### src/rtl/pc16_stack.sv
// 16-bit program counter with a LIFO return-address stack.
// Optional macro PC16_SAT_EN: saturating increment with sticky wrap flag.
module pc16_stack #(
    parameter int DEPTH = 8
) (
    input  logic        clk,
    input  logic        rst_n,
    input  logic [15:0] in,
    input  logic        load,
    input  logic        inc,
    input  logic        clr,
    input  logic        call,
    input  logic        ret,
    output logic [15:0] out,
    output logic [3:0]  depth,
    output logic        full,
    output logic        empty,
    output logic        err,
    output logic        wrap
);

    localparam logic [3:0] DMAX = 4'(DEPTH);

    logic [15:0] pc_q, pc_d;
    logic [3:0]  depth_q, depth_d;
    logic        err_q, err_d;
    logic [15:0] stack_q [DEPTH];
    logic [15:0] stack_d [DEPTH];

    logic [15:0] ret_addr, top;
    logic        is_full, is_empty, push;
    logic        sel_clr, sel_load, sel_bad, sel_call, sel_ret, sel_inc;

    assign is_full  = (depth_q == DMAX);
    assign is_empty = (depth_q == 4'd0);
    assign ret_addr = pc_q + 16'd1;

    // One-hot action select so the decoder below is truly exclusive.
    assign sel_clr  = clr;
    assign sel_load = !clr && load;
    assign sel_bad  = !clr && !load && call && ret;
    assign sel_call = !clr && !load && call && !ret;
    assign sel_ret  = !clr && !load && ret && !call;
    assign sel_inc  = !clr && !load && !call && !ret && inc;

    always_comb begin
        top = 16'h0000;
        for (int i = 0; i < DEPTH; i++) begin
            if (depth_q == 4'(i + 1)) top = stack_q[i];
        end
    end

`ifdef PC16_SAT_EN
    logic wrap_q, wrap_d;
    logic at_max;
    assign at_max = (pc_q == 16'hFFFF);
`endif

    always_comb begin
        pc_d    = pc_q;
        depth_d = depth_q;
        err_d   = err_q;
        push    = 1'b0;
`ifdef PC16_SAT_EN
        wrap_d  = wrap_q;
`endif
        unique case (1'b1)
            sel_clr: begin
                pc_d    = 16'h0000;
                depth_d = 4'd0;
                err_d   = 1'b0;
`ifdef PC16_SAT_EN
                wrap_d  = 1'b0;
`endif
            end
            sel_load: pc_d = in;
            sel_bad:  err_d = 1'b1;
            sel_call: begin
                pc_d = in;
                if (is_full) begin
                    err_d = 1'b1;
                end else begin
                    push    = 1'b1;
                    depth_d = depth_q + 4'd1;
                end
`ifdef PC16_SAT_EN
                if (at_max) wrap_d = 1'b1;
`endif
            end
            sel_ret: begin
                if (is_empty) begin
                    pc_d  = 16'h0000;
                    err_d = 1'b1;
                end else begin
                    pc_d    = top;
                    depth_d = depth_q - 4'd1;
                end
            end
            sel_inc: begin
`ifdef PC16_SAT_EN
                if (at_max) wrap_d = 1'b1;
                else        pc_d   = ret_addr;
`else
                pc_d = ret_addr;
`endif
            end
            default: ;
        endcase
    end

    always_comb begin
        for (int i = 0; i < DEPTH; i++) begin
            stack_d[i] = stack_q[i];
            if (push && depth_q == 4'(i)) stack_d[i] = ret_addr;
        end
    end

    always_ff @(posedge clk or negedge rst_n) begin
        if (!rst_n) begin
            pc_q    <= 16'h0000;
            depth_q <= 4'd0;
            err_q   <= 1'b0;
            for (int i = 0; i < DEPTH; i++) stack_q[i] <= 16'h0000;
        end else begin
            pc_q    <= pc_d;
            depth_q <= depth_d;
            err_q   <= err_d;
            for (int i = 0; i < DEPTH; i++) stack_q[i] <= stack_d[i];
        end
    end

`ifdef PC16_SAT_EN
    always_ff @(posedge clk or negedge rst_n) begin
        if (!rst_n) wrap_q <= 1'b0;
        else        wrap_q <= wrap_d;
    end
    assign wrap = wrap_q;
`else
    assign wrap = 1'b0;
`endif

    assign out   = pc_q;
    assign depth = depth_q;
    assign full  = is_full;
    assign empty = is_empty;
    assign err   = err_q;

endmodule
### config.mk
export PLATFORM = sky130hd
export DESIGN_NAME = pc16_stack
export DESIGN_NICKNAME = d
export VERILOG_FILES = /design/src/rtl/pc16_stack.sv
export SDC_FILE = /design/constraint.sdc
export NUM_CORES = 1
export LEC_CHECK = 0
export CORE_MARGIN = 2
export CORE_UTILIZATION = 40
export DETAILED_ROUTE_END_ITERATION = 8
export HOLD_SLACK_MARGIN = 0.05
export PLACE_DENSITY_LB_ADDON = 0.25
export REMOVE_ABC_BUFFERS = 1
export SLEW_MARGIN = 20
export SYNTH_ARGS = -nofsm -noshare
export SYNTH_HDL_FRONTEND = slang
export SYNTH_SLANG_ARGS = --single-unit
### constraint.sdc
create_clock -name clk -period 4.88 [get_ports clk]
set_input_delay 0.976 -clock clk [delete_from_list [all_inputs] [get_ports clk]]
set_output_delay 0.976 -clock clk [all_outputs]
set_load 0.005 [all_outputs]
**Word level (Yosys, flattened, before mapping)**

Cells that the tools add are included.
Widths: inputs -> output; s select.

- Output and inout port bits: 24
- Bits in latches: 0
- Input bits: 23
- Memories kept: 0
- Register bits: 149
- Bits in writable memories: 0
- Bits in read-only memories: 0
- Word-level logic and storage cells: 73

- $mul: 0
- Shift operators: 0
- Equal/unequal tests: 12
- Order comparisons: 0
- Divide/modulo/power cells: 0
- Bitwise logic cells: 0
- $add $sub $neg: 3
- Reduce and logical (&&, ||, !) cells: 29
- Muxes and demuxes: 18

Operators by type and width:

| cell | count |
|---|---|
| $mux 16 | 9 |
| $pmux 16 s4 | 1 |
| $logic_and 1x1->1 | 18 |
| $add 16x1->16 const B | 1 |
| $eq 4x3->1 const B | 4 |
| $pmux 4 s3 | 1 |
| $eq 4x2->1 const B | 2 |
| $mux 4 | 2 |
| $ne 2x2->1 const B | 4 |
| $reduce_bool 4->1 | 2 |
| $reduce_and 3->1 | 2 |
| $add 4x1->4 const B | 1 |
| $eq 4x1->1 const B | 1 |
| $eq 4x4->1 const B | 1 |
| $logic_not 1->1 | 4 |
| $logic_not 4->1 | 1 |
| $mux 1 | 4 |
| $pmux 1 s4 | 1 |
| $sub 4x1->4 const B | 1 |
| $reduce_bool 3->1 | 1 |
| $reduce_or 2->1 | 1 |

**Longest topological paths before layout**

Gate-level depths: netlist (run 1).

- Depth after elaboration: 11
- Gate-level depth with buffers: 9
- Mapped depth without buffers: 7

**Least setup slack after synthesis (run 1)**

No wires, ideal clock.

- Kind: input to register
- Start point: input clr
- End point: register pc_q[7] (netlist: out[7])
- Setup time: 0.090 ns
- Arrival time: 2.309 ns
- Data required time: 4.790 ns
- Path slack: 2.481 ns
- Stages: 6
- Buffers on the path: 2
- Cell sequence: buf_4 or4b_4 buf_6 a2111oi_4 o211ai_1 o221ai_1

- Word-level cells in the longest chain between the ends: 6
- Elaborated cells between the ends (all ways): 13
- Classes of those cells: 1 x mux; 12 x reduce/logical

RTL lines:

| what | line | source |
|---|---|---|
| start: declaration | 11 | `input logic clr,` |
| $logic_not 1->1 | n/a |  |
| $logic_and 1x1->1 | 42, 43, 44 |  |
| $logic_and 1x1->1, on equally long branches (2 in series) | 42, 44 |  |
| $reduce_or 2->1 (no line) or $logic_and 1x1->1 (tied branches) | n/a |  |
| $pmux 16 s4 or $reduce_bool 4->1 (tied branches) | n/a |  |
| end signal: assignment | 125 | `pc_q <= pc_d;` |
| end: declaration | 24 | `logic [15:0] pc_q, pc_d;` |

Parallel ways exist; a longest one is shown, timed or not.
A chain may end at the register's enable or synchronous reset.

**Worst setup path in the final report (run 1)**

- Start point: register depth_q[0] (netlist: depth[0])
- End point: output empty

- Word-level cells in the longest chain between the ends: 1

RTL lines:

| what | line | source |
|---|---|---|
| start: declaration | 25 | `logic [3:0] depth_q, depth_d;` |
| start signal: assignment | 126 | `depth_q <= depth_d;` |
| $logic_not 4->1 | 35 | `assign is_empty = (depth_q == 4'd0);` |
| end: declaration | 17 | `output logic empty,` |

Every way passes these cells.

==> run_results.csv, run 1 <==
group,metric,value,unit
floorplan,coreArea,18580,um^2
power,combPwrFrac,11.7,%
clocking,post_cts_buffers,0,
clocking,ctsResizeCount,0,
clocking,cts_made_buffers,17,
status,status,"completed",
drt,dr_wl_met3,1.411,mm
drt,drc,0,
drt,wire_per_inst,22.02,um
synth,yosysSeqAreaShare,49.66,%
drt,num_vias,6406,
cells_and_area,final_cells,1067,
floorplan,die_x,141.0,um
grt,grt_pass1_wl,36.80,mm
synth,synth_area_leaders,"dfrtp_1 (50%), o21ai_0 (8.5%), nand2_1 (7.5%), clkbuf_1 (2.5%), a221o_1 (2.1%)",
synth,synth.avg_cell_area,9.339,um^2
synth,synth-edff-count,0,
synth,ys_warn_count,0,
synth,synth.distinct_cells,68,
clocking,cts_tree,"yes",
clocking,cts_num_sinks,149,
power,switching_power,834.1,uW
placed_design,io_buffers,45,
timing,hold_viol,0,
floorplan,die_area,19880,um^2
timing,worst_slack,1302,ps
power,intPower,2249,uW
power,p_per_area,353.5,nW/um^2
floorplan,start_util,40.41,%
cells_and_area,nFillCells,1760,
timing,fin_hold_ws,472.0,ps
synth,yosys_register_bits,149,
clocking,clock_latency,430,ps
run,maxCapViolations,0,
clocking,cts-root-buf,"clkbuf_16",
critical_path,path_max_fanout,8,
cells_and_area,drive_above_1_share,9.364,%
grt,antenna_found_initial,0,
drt,drt-met1-wl,10.62,mm
critical_path,critPathCaptureType,"output port",
drt,drt-total-wl,23.50,mm
drt,viasPerCell,6.004,
drt,dr.max_layer_used,"met4",
clocking,clk_pin_slew_worst_paths,60,ps
drt,routed-wl-met2,10.91,mm
timing,slew_viol_final,0,
clocking,cts_hold_buf,0,
worst_hold_path,holdCritPathClass,"flop to flop",
critical_path,cp-start-kind,"flop",
cells_and_area,utilization,46.93,%
grt,grt_pass1_vias,6210,
power,pwr-share-clk,44.0,%
drt,postRouteAntennaNets,0,
power,swShare,27.06,%
floorplan,pin_count,47,
synth,synth_top_cell_by_area,"dfrtp_1",
timing,fin_crit_sh,73.32,%
floorplan,die_h,141.0,um
clocking,cts_buffer_depth,2,
clocking,htreeDepth,4,
timing,max_freq,279.5,MHz
synth,ys_dominant_reg_cell,"dfrtp_1",
grt,grt_usage,24.31,%
floorplan,placement_rows,50,
grt,grt_max_degree,99,
timing,rsz0062_at_grt,"false",
timing,fin_setup_tns,0,ps
timing,clock-skew-final,10.60,ps
drt,drtIter0Drc,693,
critical_path,crit_type,"flop to output port",
placed_design,gp_congestion,0.8417,
critical_path,worstPathArrival,2600,ps
power,irDropWorstVdd,0.0002391,V
cells_and_area,syn_to_final_growth,16.13,%
power,p_seq_share,44.4,%
critical_path,cp.required,3900,ps
placed_design,place_ws,1439,ps
cells_and_area,fin_nets,848,
synth,synthArstFlopShare,100.0,%
grt,overflow,0,
placed_design,dp_hpwl,14.95,mm
timing,tightest_slew,1117,ps
synth,syn_area,7508,um^2
timing,finalSetupViolations,0,
power,leakage,0.003446,uW
synth,synthCells,804,
timing,slew_headroom,25.55,%
synth,synth.top_cell.area_share,49.66,%
drt,firstDrtPassIters,5,
cells_and_area,n_antenna_cell,0,
placed_design,dp_cells,1035,
timing,min_period,3578,ps
[registers in the layout (all words and copies together) (netlist names)]
signal	cells
stack_q	128
out	16
err	1
depth	4
[power by group through the flow]
stage / Sequential, uW / Clock (uW) / Combinational, uW
after floorplan: 1380 / 0 / 174
after global placement: 1390 / 0 / 353
after detailed placement: 1390 / 0 / 356
after CTS: 1370 / 1370 / 357
after global routing: 1380 / 1430 / 391
final: 1370 / 1360 / 360
[path summary, 6_finish.rpt]
path	startpoint	to	slack (ps)	cells past startpoint
hold / removal	stack_q[45]	stack_q[45]	470	2
min in group asynchronous	rst_n	stack_q[27]	660	1
setup reg to reg	depth[1]	out[2]	1950	8
setup / recovery	depth[0]	empty	1300	5
hold reg to reg	stack_q[45]	stack_q[45]	470	2
max in group asynchronous	rst_n	out[9]	3250	2
[Yosys cell counts (all sizes together), types with 3 or more instances]
| cell type | count |
|---|---|
| clkbuf | 51 |
| xnor2 | 12 |
| inv | 14 |
| o22ai | 10 |
| or3 | 3 |
| nand2 | 150 |
| a21oi | 23 |
| o221ai | 5 |
| ha | 5 |
| a221oi | 16 |
| nor3b | 5 |
| a221o | 16 |
| o2111ai | 4 |
| nor3 | 13 |
| or4b | 3 |
| nand3 | 24 |
| mux2 | 8 |
| nand4 | 7 |
| o21ai | 134 |
| mux2i | 4 |
| dfrtp | 149 |
| a222oi | 5 |
| o211ai | 12 |
| nor4 | 6 |
| and3b | 3 |
| a22oi | 7 |
| a311oi | 5 |
| nand4b | 6 |
| nor2b | 7 |
| a211oi | 4 |
| nor2 | 11 |
| buf | 18 |
| nand2b | 22 |
| a211o | 5 |
| nand3b | 11 |
[critical path, cell delays in order (launching register included)]
cell and delay, ps:
dfrtp_1 500, inv_1 170, ha_1 180, or3b_2 520, clkinv_1 250, clkdlybuf4s50_1 560
[final cells by class]
| type | instances | area [um^2] | share of cell area, % |
|---|---|---|---|
| flip-flops and latches | 149 | 3729 | 42.76 |
| multi-input cells | 570 | 3426 | 39.29 |
| repair buffers | 66 | 609.3 | 6.988 |
| clock buffers | 18 | 429.2 | 4.922 |
| well taps | 234 | 292.8 | 3.358 |
| clock inverters | 14 | 173.9 | 1.995 |
| inverters | 16 | 60.06 | 0.6888 |
[cell usage in the layout, fill, tap and decap left out, types with 6 or more instances in the layout]
cell type and count:
nor2b_1 7, o211ai_1 12, nand3_1 24, clkdlybuf4s50_1 44
nand4b_1 6, xnor2_1 12, o22ai_1 10, a221oi_1 16
nor2_1 10, o21ai_1 6, o21ai_0 128, clkbuf_16 17
nor3_1 13, buf_4 21, a21oi_1 22, nand2_1 150
dfrtp_1 149, inv_1 14, nand2b_1 22, a221o_1 16
mux2_2 7, a22oi_1 7, nand3b_1 11
[logic make-up (layout without fill, tap and decap cells)]
logic type,after synthesis,in the layout,synth area share [%]
AO/OA/AOI/OAI,263,263,22.70
flip-flops,149,149,49.66
XOR/XNOR,13,13,1.516
multiplexers,12,12,1.733
AND/OR/NAND/NOR,276,276,18.76
adder cells (fa/ha/maj),5,5,0.8332
buffers and inverters,85,114,4.749
other,1,1,0.04994
[layer usage]
metal	global-route usage (%)	up-vias
met1	34.00	3163
li1	-	2942
met3	3.906	44
met4	8.842	0
met5	0	-
met2	38.38	257
[through the flow]
step / power (uW) / instance area [um^2]
floorplan: 1549 / 7212
global placement: 1741 / 8117
detailed placement: 1744 / 8117
CTS: 3094 / 8720
global route: 3196 / 8720
finish: 3083 / 8720
Note: power is estimated with default switching activity, not from simulation.
==> inputs of run 2 (changes only) <==
==> constraint.sdc (replaced) <==
create_clock -name clk -period 3.55 [get_ports clk]
set_input_delay 0.71 -clock clk [delete_from_list [all_inputs] [get_ports clk]]
set_output_delay 0.71 -clock clk [all_outputs]
set_load 0.005 [all_outputs]
==> run 2 against run 1 <==
Wire length decreased by 0.49%. Via count decreased by 0.91%. Clock power increased by 32%. Global-route usage increased by 0.21 points. Worst hold slack got worse by 140 ps. First-iteration DRC count decreased by 2.6%. Largest power group unchanged.
==> run_results.csv, run 2 (synthesis results as in run 1) <==
group,metric,value,unit
cells_and_area,drive_above_1_share,10.56,%
grt,overflow,0,
clocking,clk_pin_slew_worst_paths,60,ps
floorplan,pin_count,47,
timing,max_freq,309.9,MHz
cells_and_area,final_cell_mix,"nand2_1 (150), dfrtp_1 (149), o21ai_0 (128), clkdlybuf4s50_1 (44), buf_4 (28)",
power,switching_power,1128,uW
critical_path,critPathBufInv,3,
timing,slew_headroom,40.35,%
cells_and_area,syn_to_final_growth,17.40,%
power,pwr-share-clk,43.1,%
timing,fin_crit_sh,90.90,%
timing,fin_setup_tns,0,ps
floorplan,die_area,19880,um^2
worst_hold_path,holdCritPathClass,"input port to asynchronous set/reset pin",
grt,antenna_found_initial,0,
power,swShare,26.97,%
critical_path,critPathCaptureType,"output port",
power,fin_total_pwr,4183,uW
clocking,cts_num_sinks,149,
cells_and_area,largest_reg_flops,128,
drt,drtIter0Drc,675,
power,p_seq_share,44.8,%
grt,grt_pass1_vias,6194,
critical_path,critical_path.max_stage_delay,530,ps
clocking,cts_made_buffers,17,
drt,wire_per_inst,21.71,um
critical_path,cp.required,2840,ps
clocking,cts_tree,"yes",
critical_path,crit_type,"flop to output port",
timing,tightest_slew,888.3,ps
power,irDropWorstVdd,0.0002714,V
power,combPwrFrac,12.1,%
floorplan,die_x,141.0,um
cells_and_area,final_area,8815,um^2
critical_path,reg2reg_depth,8,
timing,clock-skew-final,6.253,ps
critical_path,r2r-end,"depth[1]",
drt,firstDrtPassIters,5,
timing,hold_viol,0,
critical_path,rr_startpoint,"depth[0]",
drt,num_vias,6348,
cells_and_area,fin_nets,858,
power,intPower,3055,uW
timing,finalSetupViolations,0,
floorplan,placement_rows,50,
power,p_per_area,474.6,nW/um^2
clocking,cts-root-buf,"clkbuf_16",
drt,drt-total-wl,23.38,mm
placed_design,placed_area,8229,um^2
clocking,ctsResizeCount,0,
status,status,"completed",
floorplan,coreArea,18580,um^2
clocking,post_cts_buffers,0,
run,maxCapViolations,0,
power,leakage,0.003491,uW
timing,fin_hold_ws,330.7,ps
grt,grt_max_degree,87,
critical_path,cp-start-kind,"flop",
clocking,cts_buffer_depth,2,
critical_path,worstPathArrival,2520,ps
cells_and_area,largest_register,"stack_q",
cells_and_area,nFillCells,1766,
critical_path,path_max_fanout,31,
placed_design,gp_congestion,0.8548,
drt,viasPerCell,5.894,
timing,min_period,3227,ps
critical_path,crit_family,"buffers and inverters",
clocking,htreeDepth,4,
grt,grt_usage,24.52,%
clocking,clock_latency,430,ps
grt,grt_pass1_wl,37.12,mm
timing,rsz0062_at_grt,"false",
drt,drc,0,
placed_design,io_buffers,45,
critical_path,r2r_setup_slack,860,ps
clocking,cts_hold_buf,0,
cells_and_area,n_antenna_cell,0,
timing,slew_viol_final,0,
critical_path,cpMaxStageDelayCell,"clkdlybuf4s50_1",
floorplan,die_h,141.0,um
drt,postRouteAntennaNets,0,
floorplan,start_util,40.41,%
placed_design,dp_hpwl,15.03,mm
critical_path,path_cells,"inv_1 > ha_1 > buf_4 > and3b_1 > clkdlybuf4s50_1",
cells_and_area,mostFrequentLayoutCell,"nand2_1",
-- run 2: cell types whose count changed in the layout (fill, tap and decap cells not counted) --
cell        previous run  this run
inv_6                  4         0
clkbuf_8               0         2
clkbuf_1               1         0
buf_4                 21        28
clkinv_2               3         5
buf_12                 0         3
clkinv_4               3         2
bufinv_16              3         2
clkinvlp_4             1         4
-- run 2: cell type report --
cell class              count  area [um^2]  share of cell area [%]
flip-flops and latches    149         3729                   42.30
multi-input cells         570         3426                   38.86
repair buffers             76        721.9                   8.190
clock buffers              19        452.9                   5.138
well taps                 234        292.8                   3.322
clock inverters            13        132.6                   1.505
inverters                  16        60.06                  0.6813
-- run 2: power by group through the flow --
stage	Combinational, uW	Clock [uW]	Sequential (uW)
finish	506	1800	1870
global route	556	1910	1890
CTS	504	1820	1870
detailed placement	503	0	1900
global placement	502	0	1900
floorplan	239	0	1890
-- run 2: stage by stage --
| step | worst slack [ps] | util [%] | cells |
|---|---|---|---|
| after global placement | 459.5 | 44.29 | 1045 |
| after global routing | 289.5 | 47.44 | 1077 |
| after floorplan | 593.4 | - | 735 |
| after detailed placement | 430.8 | 44.29 | 1045 |
| final | 323.2 | 47.44 | 1077 |
| after CTS | 350.7 | 47.44 | 1077 |
-- run 2: metal layers --
| layer | global-route usage [%] | routed length, um | vias to the layer above |
|---|---|---|---|
| li1 | - | - | 2957 |
| met1 | 35.17 | 10760 | 3119 |
| met2 | 37.23 | 10510 | 229 |
| met3 | 4.212 | 1481 | 43 |
| met4 | 9.526 | 626 | 0 |
| met5 | 0 | 0 | - |
-- run 2: worst max-delay path by stage --
| stage | slack (ps) | start | end | cells past startpoint |
|---|---|---|---|---|
| 2_1_floorplan | 590 | depth[1] | stack_q[65] | 3 |
| 3_3_place_gp | 460 | ret | out[4] | 5 |
| 3_5_place_dp | 430 | ret | out[4] | 5 |
| 4_1_cts | 350 | depth[0] | full | 5 |
| 5_1_grt | 290 | depth[0] | full | 5 |
| 6_report | 320 | depth[0] | full | 5 |
-- run 2: worst register-to-register path: stages (launching register included) --
cell     delay, ps
dfrtp_1        500
inv_1          150
ha_1           240
buf_4          280
and3b_1        300
buf_4          220
a22o_2         290
nor2_1         240
mux2_1         350
